<file path="config.mk">
export PLATFORM = sky130hd
export DESIGN_NAME = alu_uart_frontend
export DESIGN_NICKNAME = d
export VERILOG_FILES = /design/src/rtl/alu_pkg.sv /design/src/rtl/alu_frontend_timeout.sv /design/src/rtl/alu_uart_frontend.sv
export SDC_FILE = /design/constraint.sdc
export NUM_CORES = 1
export LEC_CHECK = 0
export ABC_AREA = 1
export BUFFER_PORTS_ARGS = -buffer_cell sky130_fd_sc_hd__buf_2
export CAP_MARGIN = 5
export CORE_AREA = 2 2 60 62
export DETAILED_ROUTE_END_ITERATION = 10
export DIE_AREA = 0 0 62 64
export MAX_ROUTING_LAYER = met4
export PLACE_DENSITY = 0.71
export SETUP_SLACK_MARGIN = 0.1
export SYNTH_ARGS = -nofsm -noshare
export SYNTH_HDL_FRONTEND = slang
export SYNTH_HIERARCHICAL = 1
export SYNTH_SLANG_ARGS = --single-unit
</file>
<file path="constraint.sdc">
create_clock -name clk -period 1.6 [get_ports clk]
set_clock_uncertainty 0.15 [all_clocks]
set_input_delay 0.32 -clock clk [delete_from_list [all_inputs] [get_ports clk]]
set_output_delay 0.32 -clock clk [all_outputs]
set_load 0.03 [all_outputs]
</file>
<file path="src/rtl/alu_pkg.sv">
`default_nettype none
// +-----------------------------------------------------------------------+
// | alu_pkg : state encoding, ALU opcodes and default widths (rev 1.0)     |
// +-----------------------------------------------------------------------+
package alu_pkg;

  localparam int DATA_W_DEF = 8;
  localparam int OP_W_DEF   = 6;

  typedef enum logic [2:0] {
    GET_A  = 3'd0,
    GET_B  = 3'd1,
    GET_OP = 3'd2,
    EXEC   = 3'd3,
    SEND   = 3'd4
  } state_t;

  localparam logic [OP_W_DEF-1:0] OP_ADD = 6'h20;
  localparam logic [OP_W_DEF-1:0] OP_SUB = 6'h22;
  localparam logic [OP_W_DEF-1:0] OP_SRL = 6'h02;
  localparam logic [OP_W_DEF-1:0] OP_SRA = 6'h03;
  localparam logic [OP_W_DEF-1:0] OP_AND = 6'h24;
  localparam logic [OP_W_DEF-1:0] OP_OR  = 6'h25;
  localparam logic [OP_W_DEF-1:0] OP_XOR = 6'h26;
  localparam logic [OP_W_DEF-1:0] OP_NOR = 6'h27;

endpackage
`default_nettype wire

</file>
<file path="src/rtl/alu_frontend_timeout.sv">
`default_nettype none
// +-----------------------------------------------------------------------+
// | alu_frontend_timeout : inter-byte timeout counter (rev 1.0)            |
// +-----------------------------------------------------------------------+
module alu_frontend_timeout #(
  parameter int TIMEOUT_CYCLES = 50000000
) (
  input  logic clk,
  input  logic rst_n,
  input  logic run,
  input  logic clear,
  output logic expire
);

  localparam int CNT_W = (TIMEOUT_CYCLES > 2) ? $clog2(TIMEOUT_CYCLES) : 1;
  localparam logic [CNT_W-1:0] TERMINAL = CNT_W'(TIMEOUT_CYCLES - 1);

  logic [CNT_W-1:0] cnt;

  // A byte arriving on the terminal count wins over the timeout.
  assign expire = run && !clear && (cnt == TERMINAL);

  always_ff @(posedge clk or negedge rst_n) begin
    if (!rst_n) begin
      cnt <= '0;
    end else if (!run || clear || expire) begin
      cnt <= '0;
    end else begin
      cnt <= cnt + 1'b1;
    end
  end

endmodule
`default_nettype wire

</file>
<file path="src/rtl/alu_uart_frontend.sv">
`default_nettype none
// +-----------------------------------------------------------------------+
// | alu_uart_frontend : RX byte frame -> ALU operands -> TX result (rev 1.0)|
// | Optional inter-byte timeout and frame_err port: ALU_FRONTEND_TIMEOUT_EN |
// +-----------------------------------------------------------------------+
module alu_uart_frontend
  import alu_pkg::*;
#(
  parameter int DATA_W         = DATA_W_DEF,
  parameter int OP_W           = OP_W_DEF,
  parameter int TIMEOUT_CYCLES = 50000000
) (
  input  logic              clk,
  input  logic              rst_n,
  input  logic [DATA_W-1:0] rx_data,
  input  logic              rx_valid,
  output logic [DATA_W-1:0] alu_a,
  output logic [DATA_W-1:0] alu_b,
  output logic [OP_W-1:0]   alu_op,
  input  logic [DATA_W-1:0] alu_result,
  input  logic              tx_ready,
  output logic [DATA_W-1:0] tx_data,
  output logic              tx_start,
  output logic              busy,
`ifdef ALU_FRONTEND_TIMEOUT_EN
  output logic              frame_err,
`endif
  output logic              rx_drop
);

  state_t state, state_nxt;
  logic   timeout;

  always_ff @(posedge clk or negedge rst_n) begin
    if (!rst_n) begin
      state <= GET_A;
    end else begin
      state <= state_nxt;
    end
  end

  always_comb begin
    state_nxt = state;
    tx_start  = 1'b0;
    case (state)
      GET_A:  if (rx_valid) state_nxt = GET_B;
      GET_B: begin
        if (rx_valid)     state_nxt = GET_OP;
        else if (timeout) state_nxt = GET_A;
      end
      GET_OP: begin
        if (rx_valid)     state_nxt = EXEC;
        else if (timeout) state_nxt = GET_A;
      end
      EXEC:   state_nxt = SEND;
      SEND: begin
        if (tx_ready) begin
          tx_start  = 1'b1;
          state_nxt = GET_A;
        end
      end
      default: state_nxt = GET_A;
    endcase
  end

  assign busy    = (state == EXEC) || (state == SEND);
  // Bytes are never queued while a result is outstanding.
  assign rx_drop = rx_valid && busy;

  always_ff @(posedge clk or negedge rst_n) begin
    if (!rst_n) begin
      alu_a   <= '0;
      alu_b   <= '0;
      alu_op  <= '0;
      tx_data <= '0;
    end else begin
      if (rx_valid) begin
        case (state)
          GET_A:   alu_a  <= rx_data;
          GET_B:   alu_b  <= rx_data;
          GET_OP:  alu_op <= rx_data[OP_W-1:0];
          default: ;
        endcase
      end
      if (state == EXEC) begin
        tx_data <= alu_result;
      end
    end
  end

`ifdef ALU_FRONTEND_TIMEOUT_EN
  alu_frontend_timeout #(
    .TIMEOUT_CYCLES (TIMEOUT_CYCLES)
  ) u_timeout (
    .clk    (clk),
    .rst_n  (rst_n),
    .run    ((state == GET_B) || (state == GET_OP)),
    .clear  (rx_valid),
    .expire (timeout)
  );

  always_ff @(posedge clk or negedge rst_n) begin
    if (!rst_n) begin
      frame_err <= 1'b0;
    end else begin
      frame_err <= timeout;
    end
  end
`else
  assign timeout = 1'b0;

  // TIMEOUT_CYCLES only sizes the counter in the timeout build.
  if (TIMEOUT_CYCLES < 1) begin : g_timeout_unused
  end
`endif

endmodule
`default_nettype wire

</file>
== Yosys cells after proc, flatten, opt, wreduce, memory -nomap -nowiden ==
Index checks and enable logic that the tools add are counted.
Widths: inputs -> output; s select.
Word-level totals
  output and inout port bits: 33
  input bits: 20
  memories: 0
  bits in registers: 33
  logic and storage cells: 27
  RAM bits: 0
  bits in read-only memories: 0
  bits in latches: 0
Cells by class
  reductions and logical operators: 7
  eq/ne operators: 8
  $lt $le $gt $ge: 0
  bitwise logic cells: 0
  $add $sub $neg: 0
  shift operators: 0
  divide/modulo/power cells: 0
  mux-type cells: 7
  multipliers: 0
Operators with widths (count)
  $pmux 3 s5: 1
  $mux 3: 4
  $ne 2x2->1 const B: 4
  $eq 3x2->1 const B: 2
  $reduce_and 2->1: 3
  $reduce_and 4->1: 1
  $eq 3x1->1 const B: 1
  $eq 3x3->1 const B: 1
  $logic_not 3->1: 1
  $mux 1: 2
  $logic_and 1x1->1: 1
  $logic_or 1x1->1: 1

== Depth between registers and ports, before layout ==
Gate-level depths: netlist of the first run.
  depth after elaboration: 3
  gate-level depth with buffers: 7
  depth with buffers taken out: 5

== Worst setup path before layout of the first run ==
No wires, ideal clock.
  path type: flip-flop to output port
  from: reg state[2]
  to: out rx_drop
  stages on the path, launching flop included: 6
  setup slack: 0.003 ns
  data required time: 1.130 ns
  buffers on the path: 2
  data arrival time: 1.127 ns
  cells stage by stage: dfrtp_1 nor2_4 buf_6 nand2_4 buf_6 a21oi_4
Between the ends
  longest elaborated chain between the ends: 3
  elaborated cells on any way between the ends: 4
  those cells by class: eq/ne: 2; reduce/logical: 2
RTL lines
  start, declared: RTL line alu_uart_frontend.sv:31  | state_t state, state_nxt;
  start signal, assigned: RTL line alu_uart_frontend.sv:38  | state <= state_nxt;
  $eq 3x2->1 or $eq 3x3->1 (tied branches): RTL line alu_uart_frontend.sv:66  | assign busy = (state == EXEC) || (state == SEND);
  $logic_or 1x1->1 *: RTL line alu_uart_frontend.sv:66
  $logic_and 1x1->1 *: RTL line alu_uart_frontend.sv:68  | assign rx_drop = rx_valid && busy;
  end, declared: RTL line alu_uart_frontend.sv:28  | output logic rx_drop
Mark *: on every way between the ends. The rest lies on a longest branch, timed or not.

== Worst setup path in the final report of the first run ==
  from: reg state[1]
  to: out rx_drop
Same word-level chain as after synthesis.

==> run metrics, run 1 <==
outcome finished, violations left; failing checks setup timing; Port Buffers 52; clk sink count 33; Hold Vio Cnt, Final 0; ys flop type dfrtp_1; Via-to-Cell Ratio 4.67; # diodes 0; Nets 227; crit path launch type register; share of cells above drive strength 1 57.7%; Skew-Pair Late Insertion Delay 0.32 ns; Clock power frac 9.9%; crit end category output port; Distinct cells, synth 17; Std-Cell Rows 21; Avg WL per Cell 13.3 µm; worst setup margin -0.145 ns; Root Buffer clkbuf_4; total power 0.00453 W; Post-DP Area 1740 µm²; first-pass GRT wire length 5080 µm; vias in the first global route 1164; Die Y 64 µm; RR Endpoint alu_a[1]; post-synth top area cell dfrtp_1; final worst-path cycle share 109%; drt drc 0; largest net degree at the start of global routing 19; Net Sw Power 0.00225 W; slowest stage delay, CP 0.42 ns; main area contributors after synthesis dfrtp_1, o21ai_2, nand2_1; Slowest cell on crit path dfrtp_1; CTS tree built; Starting Density 43.5%; design area 1990 µm²; Leak 1.08 nW; total negative slack -0.317 ns; P_int 0.00228 W; synthesized instance count 140; number of synthesized flops with an enable pin 0; max-cap violation count 0; FF-to-FF Start state[0]; Synth Register Bits 33; syn nets 160; gpl congestion 0.799; Final Setup Violations 3; most frequent cells in the layout buf_2, dfrtp_1, nand2_1; Max-slew headroom 74.0%; Core Region 3280 µm²; reg2reg path depth 7; critical path arrival 1.28 ns; Final Non-Filler Cells 254; DP Cell Count 237; pins over their slew limit 0; Reg power frac 32.9%; register area 827 µm²; Worst Hold Path Cells 3; multi-input combinational cell area 607 µm²; initial antenna violation count 0; hold path endpoint tx_data[7]; sequential share of the synthesized area 57.8%; grt ovf 0; DR vias 1186; final wirelength 3380 µm; Worst-path clk slew 0.10 ns; synth warn 6; P&R area growth vs syn 39.3%; worst hold path type in -> reg; IO Pins 53; Peak supply drop 1090 µV; Worst EP required 1.13 ns; post-route ant nets 0; layout filler cell count 284; Hold Slack 0.0761 ns; switching part of the total 49.6%; Die ar. 3970 µm²; Logic pwr share 57.2%; Yosys top cell area share 57.8%; worst hold start alu_result[7]; First DRT Iteration DRCs 38; cell chain of the critical path nor2_2 -> nand2_2 -> a21oi_4 -> buf_6; Async SR Flop Fraction 100%; drt first pass iters 4; Syn Std Cell Area 1430 µm²; hpwl dp 2250 µm; commonest non-fill, non-tap cell in the layout buf_2; reg2reg setup slack 0.06 ns; RSZ-0062 raised after global routing yes; CP Class reg -> out; Die W 62 µm; GRT Total Usage 17.7%; slew of the pin with the lowest slew margin 0.391 ns; CTS HTree Levels 2; CTS buffer count 5; CP Max Fanout 3; Min Clock Period, post-route 1.75 ns; synthesized area per cell 10.2 µm²; clock tree buffer depth 2; Pwr Density 2280 nW/µm²; fmax 573 MHz
synth_stat cells (2+ instances only):
cell type,n
nand2_1,46
nor2_1,3
nand2_4,2
inv_1,10
nand3_1,11
o21ai_2,21
buf_6,4
nor2_2,2
dfrtp_1,33
state kept, by name, summed over array words and instances, names as in the netlist:
register and cells:
alu_b 8, tx_data 8, alu_a 8, alu_op 6, state 3
power groups by stage:
stage	combinational (W)	clock (W)	sequential, W
after floorplan	0.000931	0	0.00217
after global routing	0.00279	0.000502	0.00154
after CTS	0.00231	0.000458	0.00145
after detailed placement	0.00222	0	0.00146
final	0.00259	0.000448	0.00149
after global placement	0.00215	0	0.00144
routing by layer:
metal  vias to the layer above  wire [µm]  GRT usage [%]
li1                        578          -              -
met1                       552       1430           20.2
met2                        48       1660           29.0
met3                         8        214           6.07
met4                         0         65           4.52
met5                         -          0              -
stage by stage:
| step | utilization, % | worst slack [ns] |
|---|---|---|
| 3_5_place_dp | 53.0 | 0.0594 |
| 3_3_place_gp | 53.0 | 0.0904 |
| 6_report | 60.6 | -0.145 |
| 2_1_floorplan | - | 0.00312 |
| 5_1_grt | 60.6 | -0.196 |
| 4_1_cts | 56.2 | -0.147 |
kinds of logic (layout without fill, tap and decap cells):
logic type	count (synthesis)	after routing	synth area share, %
AO/OA/AOI/OAI	23	23	14.4
buffers and inverters	17	84	6.92
flip-flops	33	33	57.8
AND/OR/NAND/NOR	67	68	20.9
worst max-delay path, delay by kind of cell, from the launching register on:
family / cells / cell delay (ns)
and+or+nand+nor: 2 / 0.24
AOI/OAI and AO/OA: 1 / 0.16
DFF: 1 / 0.42
buffers and inverters: 1 / 0.14
layout make-up:
type                            count  area share [%]
Tap cell                           46            2.89
Clock inverter                      2           0.503
Multi-Input combinational cell     91            30.5
Inverter                           11            2.07
Clock buffer                        6            2.07
Timing Repair Buffer               65            20.4
Sequential cell                    33            41.5
what timing repair did:
| item | 4_1_cts | 5_1_grt |
|---|---|---|
| hold buffers | 1 | 0 |
| gates cloned | 0 | 2 |
| resized for setup | 9 | 31 |
| pin swaps | 1 | 11 |
| endpoints found under the hold margin | 15 | 0 |
| endpoints found under the setup margin | 11 | 21 |
| buffers inserted | 2 | 4 |
worst max path at each step:
| stage | startpoint | end | slack, ns | cells after the start |
|---|---|---|---|---|
| 2_1_floorplan | state[2] | rx_drop | 0.003 | 5 |
| 3_3_place_gp | state[0] | rx_drop | 0.09 | 4 |
| 3_5_place_dp | state[0] | rx_drop | 0.06 | 4 |
| 4_1_cts | state[0] | rx_drop | -0.15 | 4 |
| 5_1_grt | state[1] | rx_drop | -0.20 | 4 |
| 6_report | state[1] | rx_drop | -0.15 | 4 |
(Power assumes the default switching activity.)
==> run 2, diff against run 1 <==
Clock period 1.6 ns to 2.2 ns, I/O delays scaled along.
==> run 2 against run 1 <==
- the run ends with hold timing left
- sequential cell count is the same
- die area did not move
- register-to-register slack improved by 0.57 ns
- setup slack gained 0.35 ns
- global-route usage decreased by 1.7 points
- total power fell by 34%
- clock-buffer cell count is 1 lower
- utilization shrank 6.3 points
- critical path depth unchanged
- highest routed layer unchanged
==> run metrics, run 2 (synthesis results as in run 1) <==
outcome finished, violations left; failing checks hold timing; CP Class reg -> out; CTS buffer count 5 (unchanged); final wirelength 2790 µm (-17%); Starting Density 43.5% (unchanged); first-pass GRT wire length 4450 µm (-12%); pins over their slew limit 0 (unchanged); slew of the pin with the lowest slew margin 0.708 ns (+0.317 ns); Die W 62 µm (unchanged); final worst-path cycle share 90.6%; Core Util, Final 54.3% (-6.3 points); # diodes 0 (unchanged); commonest non-fill, non-tap cell in the layout buf_2; Port Buffers 52 (unchanged); Setup Slack @ Placement 0.379 ns (+0.320 ns); Core Region 3280 µm² (unchanged); Std-Cell Rows 21 (unchanged); Die ar. 3970 µm² (unchanged); Pwr Density 1670 nW/µm² (-27%); fmax 502 MHz; drt drc 0 (unchanged); critical path arrival 1.40 ns (+0.12 ns); Hold Vio Cnt, Final 25 (+25); layout filler cell count 305 (+7.4%); Max-slew headroom 52.8% (-21 points); CTS tree built; Worst-path clk slew 0.11 ns (about the same); reg2reg setup slack 0.63 ns (+0.57 ns); GRT Total Usage 16.0% (-1.7 points); CTS HTree Levels 2 (unchanged); worst hold path type in -> async; crit path launch type register; Nets 217 (-4.4%); crit end category output port; Min Clock Period, post-route 1.99 ns; gpl congestion 0.781 (-2.2%); most frequent cells in the layout buf_2, nand2_1, dfrtp_1; Leak 0.994 nW (-8.1%); Skew-Pair Late Insertion Delay 0.33 ns (about the same); DR vias 1120 (-5.6%); CP Max Fanout 11 (+8); post-route ant nets 0 (unchanged); FF-to-FF Start state[1]; max-cap violation count 0 (unchanged); initial antenna violation count 0 (unchanged); largest net degree at the start of global routing 34 (+15); Hold Slack -0.0132 ns (-0.0893 ns); Final Non-Filler Cells 244 (-3.9%); P&R area growth vs syn 24.9%; Via-to-Cell Ratio 4.59 (-1.7%); IO Pins 53 (unchanged); RSZ-0062 raised after global routing no; total negative slack 0 ns (+0.317 ns); Die Y 64 µm (unchanged); clk sink count 33 (unchanged); Final Setup Violations 0 (-3); Largest regs alu_a (8), alu_b (8), tx_data (8); vias in the first global route 1038 (-11%); Avg WL per Cell 11.4 µm (-14%); DP Cell Count 234 (-1.3%); First DRT Iteration DRCs 55 (+45%); hpwl dp 2030 µm (-9.8%); Peak supply drop 638 µV (-41%); RR Endpoint alu_a[6]; Root Buffer clkbuf_4; grt ovf 0 (unchanged); clock tree buffer depth 2 (unchanged); drt first pass iters 4 (unchanged); share of cells above drive strength 1 49.0% (-8.7 points); worst setup margin 0.207 ns (+0.353 ns); reg2reg path depth 5 (-2); Worst EP required 1.61 ns (+0.48 ns)
[run 2: cell types whose count changed in the layout (fill, tap and decap cells not counted), sizes merged]
cell	previous run	this run
dlygate4sd3	1	0
nand2	50	49
buf	64	55
clkinvlp	0	1
[run 2: layer usage]
layer | GRT usage [%] | vias to the layer above | routed length, µm
li1 | - | 562 | -
met1 | 18.4 | 512 | 1250
met2 | 24.6 | 41 | 1310
met3 | 5.47 | 5 | 191
met4 | 7.18 | 0 | 38
met5 | - | - | 0
[run 2: how the worst max path moves through the flow]
stage / slack, ns / start / end
2_1_floorplan: 0.48 / state[2] / rx_drop
6_report: 0.21 / state[2] / rx_drop
5_1_grt: 0.1 / state[2] / rx_drop
4_1_cts: 0.10 / state[0] / rx_drop
3_3_place_gp: 0.42 / state[2] / rx_drop
3_5_place_dp: 0.38 / state[2] / rx_drop
[run 2: cell type report]
class / count / area, µm² / area share, %
clock buffer: 5 / 37.5 / 2.10
timing repair buffer: 56 / 293 / 16.4
sequential: 33 / 828 / 46.4
clock inverter: 3 / 17.5 / 0.982
inverter: 11 / 41.3 / 2.31
multi-input combinational: 90 / 509 / 28.5
tap: 46 / 57.6 / 3.23
[run 2: report_power, final]
part	internal [W]	switching (W)	leakage [nW]
clock network	0.000120	0.000210	0.0310
logic	0.000486	0.00110	0.554
registers	0.000893	0.000167	0.409
[run 2: critical path: stages (launching register included)]
cell	delay, ns
dfrtp_2	0.47
nor2_4	0.15
nand2_4	0.12
a21oi_4	0.13
clkbuf_4	0.20
[run 2: timing repair]
item / in CTS / in global routing
buffers inserted: 1 / 1
gates resized for setup: 0 / 5
pin swaps: 1 / 0
hold buffers: 0 / 0
endpoints found under the setup margin: 2 / 3
[run 2: metrics by stage]
| step | instance area, µm² | total power [W] |
|---|---|---|
| final | 1780 | 0.00297 |
| after global routing | 1780 | 0.00321 |
| after CTS | 1770 | 0.00299 |
| after detailed placement | 1700 | 0.00263 |
| after global placement | 1700 | 0.00259 |
| after floorplan | 1430 | 0.00226 |
==> run 3, diff against run 2 <==
Clock period 2.2 ns to 2.45 ns, I/O delays scaled along.
==> run 3 against run 2 <==
- the run now ends clean
- largest power group unchanged
- die area did not move
- first-iteration DRC count rose by 44%
- highest routed layer unchanged
- clock power fell by 8.5%
- setup slack improved by 0.059 ns
==> run metrics, run 3 (synthesis results as in run 1) <==
outcome completed; CP Class reg -> out; GRT Total Usage 16.2% (+0.23 points); worst hold path type in -> async; gpl congestion 0.801 (+2.6%); Pwr Density 1500 nW/µm² (-9.7%); grt ovf 0 (unchanged); crit path launch type register; Min Clock Period, post-route 2.18 ns; post-route ant nets 0 (unchanged); RSZ-0062 raised after global routing no; Nets 214 (-1.4%); CTS buffer count 5 (unchanged); max-cap violation count 0 (unchanged); Final Setup Violations 0 (unchanged); share of cells above drive strength 1 45.9% (-3.1 points); fmax 458 MHz; FF-to-FF Start state[2]; commonest non-fill, non-tap cell in the layout buf_2; DR vias 1112 (-0.71%); Peak supply drop 681 µV (+6.8%); Root Buffer clkbuf_4; Starting Density 43.5% (unchanged); Worst-path clk slew 0.10 ns (about the same); # diodes 0 (unchanged); CP Max Fanout 15 (+4); final worst-path cycle share 89.1%; most frequent cells in the layout buf_2, nand2_1, dfrtp_1; P_int 0.00134 W (-10%); Hold Vio Cnt, Final 0 (-100%); pins over their slew limit 0 (unchanged); Worst EP required 1.81 ns (+0.20 ns); clock tree buffer depth 2 (unchanged); Leak 0.982 nW (-1.3%); switching part of the total 49.0% (-0.57 points); crit end category output port; Clock power frac 11.4% (+0.3 points); initial antenna violation count 0 (unchanged); total negative slack 0 ns (unchanged); first-pass GRT wire length 4630 µm (+4.0%); critical path arrival 1.54 ns (+0.14 ns); IO Pins 53 (unchanged); Net Sw Power 0.00129 W (-12%); Crit. Startpoint state[1]; largest net degree at the start of global routing 34 (unchanged); slew of the pin with the lowest slew margin 0.723 ns (+0.0145 ns); hpwl dp 2130 µm (+5.1%); clk sink count 33 (unchanged); Logic pwr share 51.9% (-1.3 points); total power 0.00264 W (-11%); CTS HTree Levels 2 (unchanged); Die Y 64 µm (unchanged); Avg WL per Cell 11.8 µm (+2.7%); Max-slew headroom 51.8% (-0.97 points); drt first pass iters 4 (unchanged); P&R area growth vs syn 22.7%; First DRT Iteration DRCs 79 (+44%); cell chain of the critical path nor2_1 -> nand2_1 -> a21oi_4 -> buf_2; WP depth 4 (unchanged); Final Non-Filler Cells 240 (-1.6%); drt drc 0 (unchanged); Std-Cell Rows 21 (unchanged); Worst Path Buf+Inv 1 (unchanged); Slowest cell on crit path dfrtp_2; final wirelength 2820 µm (+1.0%); Core Region 3280 µm² (unchanged); design area 1750 µm² (-1.8%); Largest regs alu_a (8), alu_b (8), tx_data (8); Die ar. 3970 µm² (unchanged); Post-DP Area 1690 µm² (-0.88%); vias in the first global route 1070 (+3.1%); Via-to-Cell Ratio 4.63 (+0.94%); CTS tree built; slowest stage delay, CP 0.52 ns (+0.05 ns); Reg power frac 36.7% (+1.0 points); Port Buffers 52 (unchanged); DP Cell Count 232 (-0.85%); Worst path top cell family by delay flip-flops; Die W 62 µm (unchanged); reg2reg path depth 4 (-1); Skew-Pair Late Insertion Delay 0.32 ns (about the same); layout filler cell count 325 (+6.6%)
==> run 3: repair_timing <==
action                                  CTS  global route
resized for setup                         0             1
buffers inserted                          0             1
endpoints found under the setup margin    0             2
hold buffers                              0             0
==> run 3: stage by stage <==
step / hold slack, ns / utilization, % / setup slack [ns]
2_1_floorplan: 0.0444 / - / 0.683
3_3_place_gp: 0.301 / 51.4 / 0.610
3_5_place_dp: 0.304 / 51.4 / 0.541
4_1_cts: 0.0787 / 53.1 / 0.168
5_1_grt: 0.0853 / 53.4 / 0.146
6_report: 0.0607 / 53.4 / 0.267
==> run 3: power by group through the flow <==
stage	sequential (W)	combinational, W	clock (W)
after floorplan	0.00142	0.000607	0
after global placement	0.000964	0.00134	0
after detailed placement	0.000982	0.00137	0
after CTS	0.000971	0.00137	0.000315
after global routing	0.00100	0.00150	0.000340
final	0.000968	0.00137	0.000302
==> run 3: worst reg2reg max path, stage by stage (launching register included) <==
cell,delay [ns]
dfrtp_1,0.46
nor2_2,0.19
nand3_1,0.43
nand2_1,0.22
o21ai_2,0.07
==> run 3: final timing paths <==
kind / to / slack, ns
worst max-delay path: rx_drop / 0.27
worst min register to register: tx_data[2] / 0.32
max in group asynchronous: state[1] / 1.59
worst max register to register: alu_op[1] / 0.81
worst min-delay path: tx_data[0] / 0.06
min in group clk: tx_data[2] / 0.24
==> run 3: area by class of cell <==
cell class              instances  area [µm²]  area share, %
repair buffers                 53         268           15.3
flip-flops and latches         33         827           47.2
clock buffers                   7        55.1           3.14
well taps                      46        57.6           3.28
inverters                      11        41.3           2.36
multi-input cells              90         504           28.8
==> run 3: per-layer routing <==
metal,vias up,track usage [%],wire [µm]
met5,-,-,0
met4,0,7.18,39
met3,5,4.45,214
met2,44,24.3,1310
met1,513,20.1,1250
li1,550,-,-
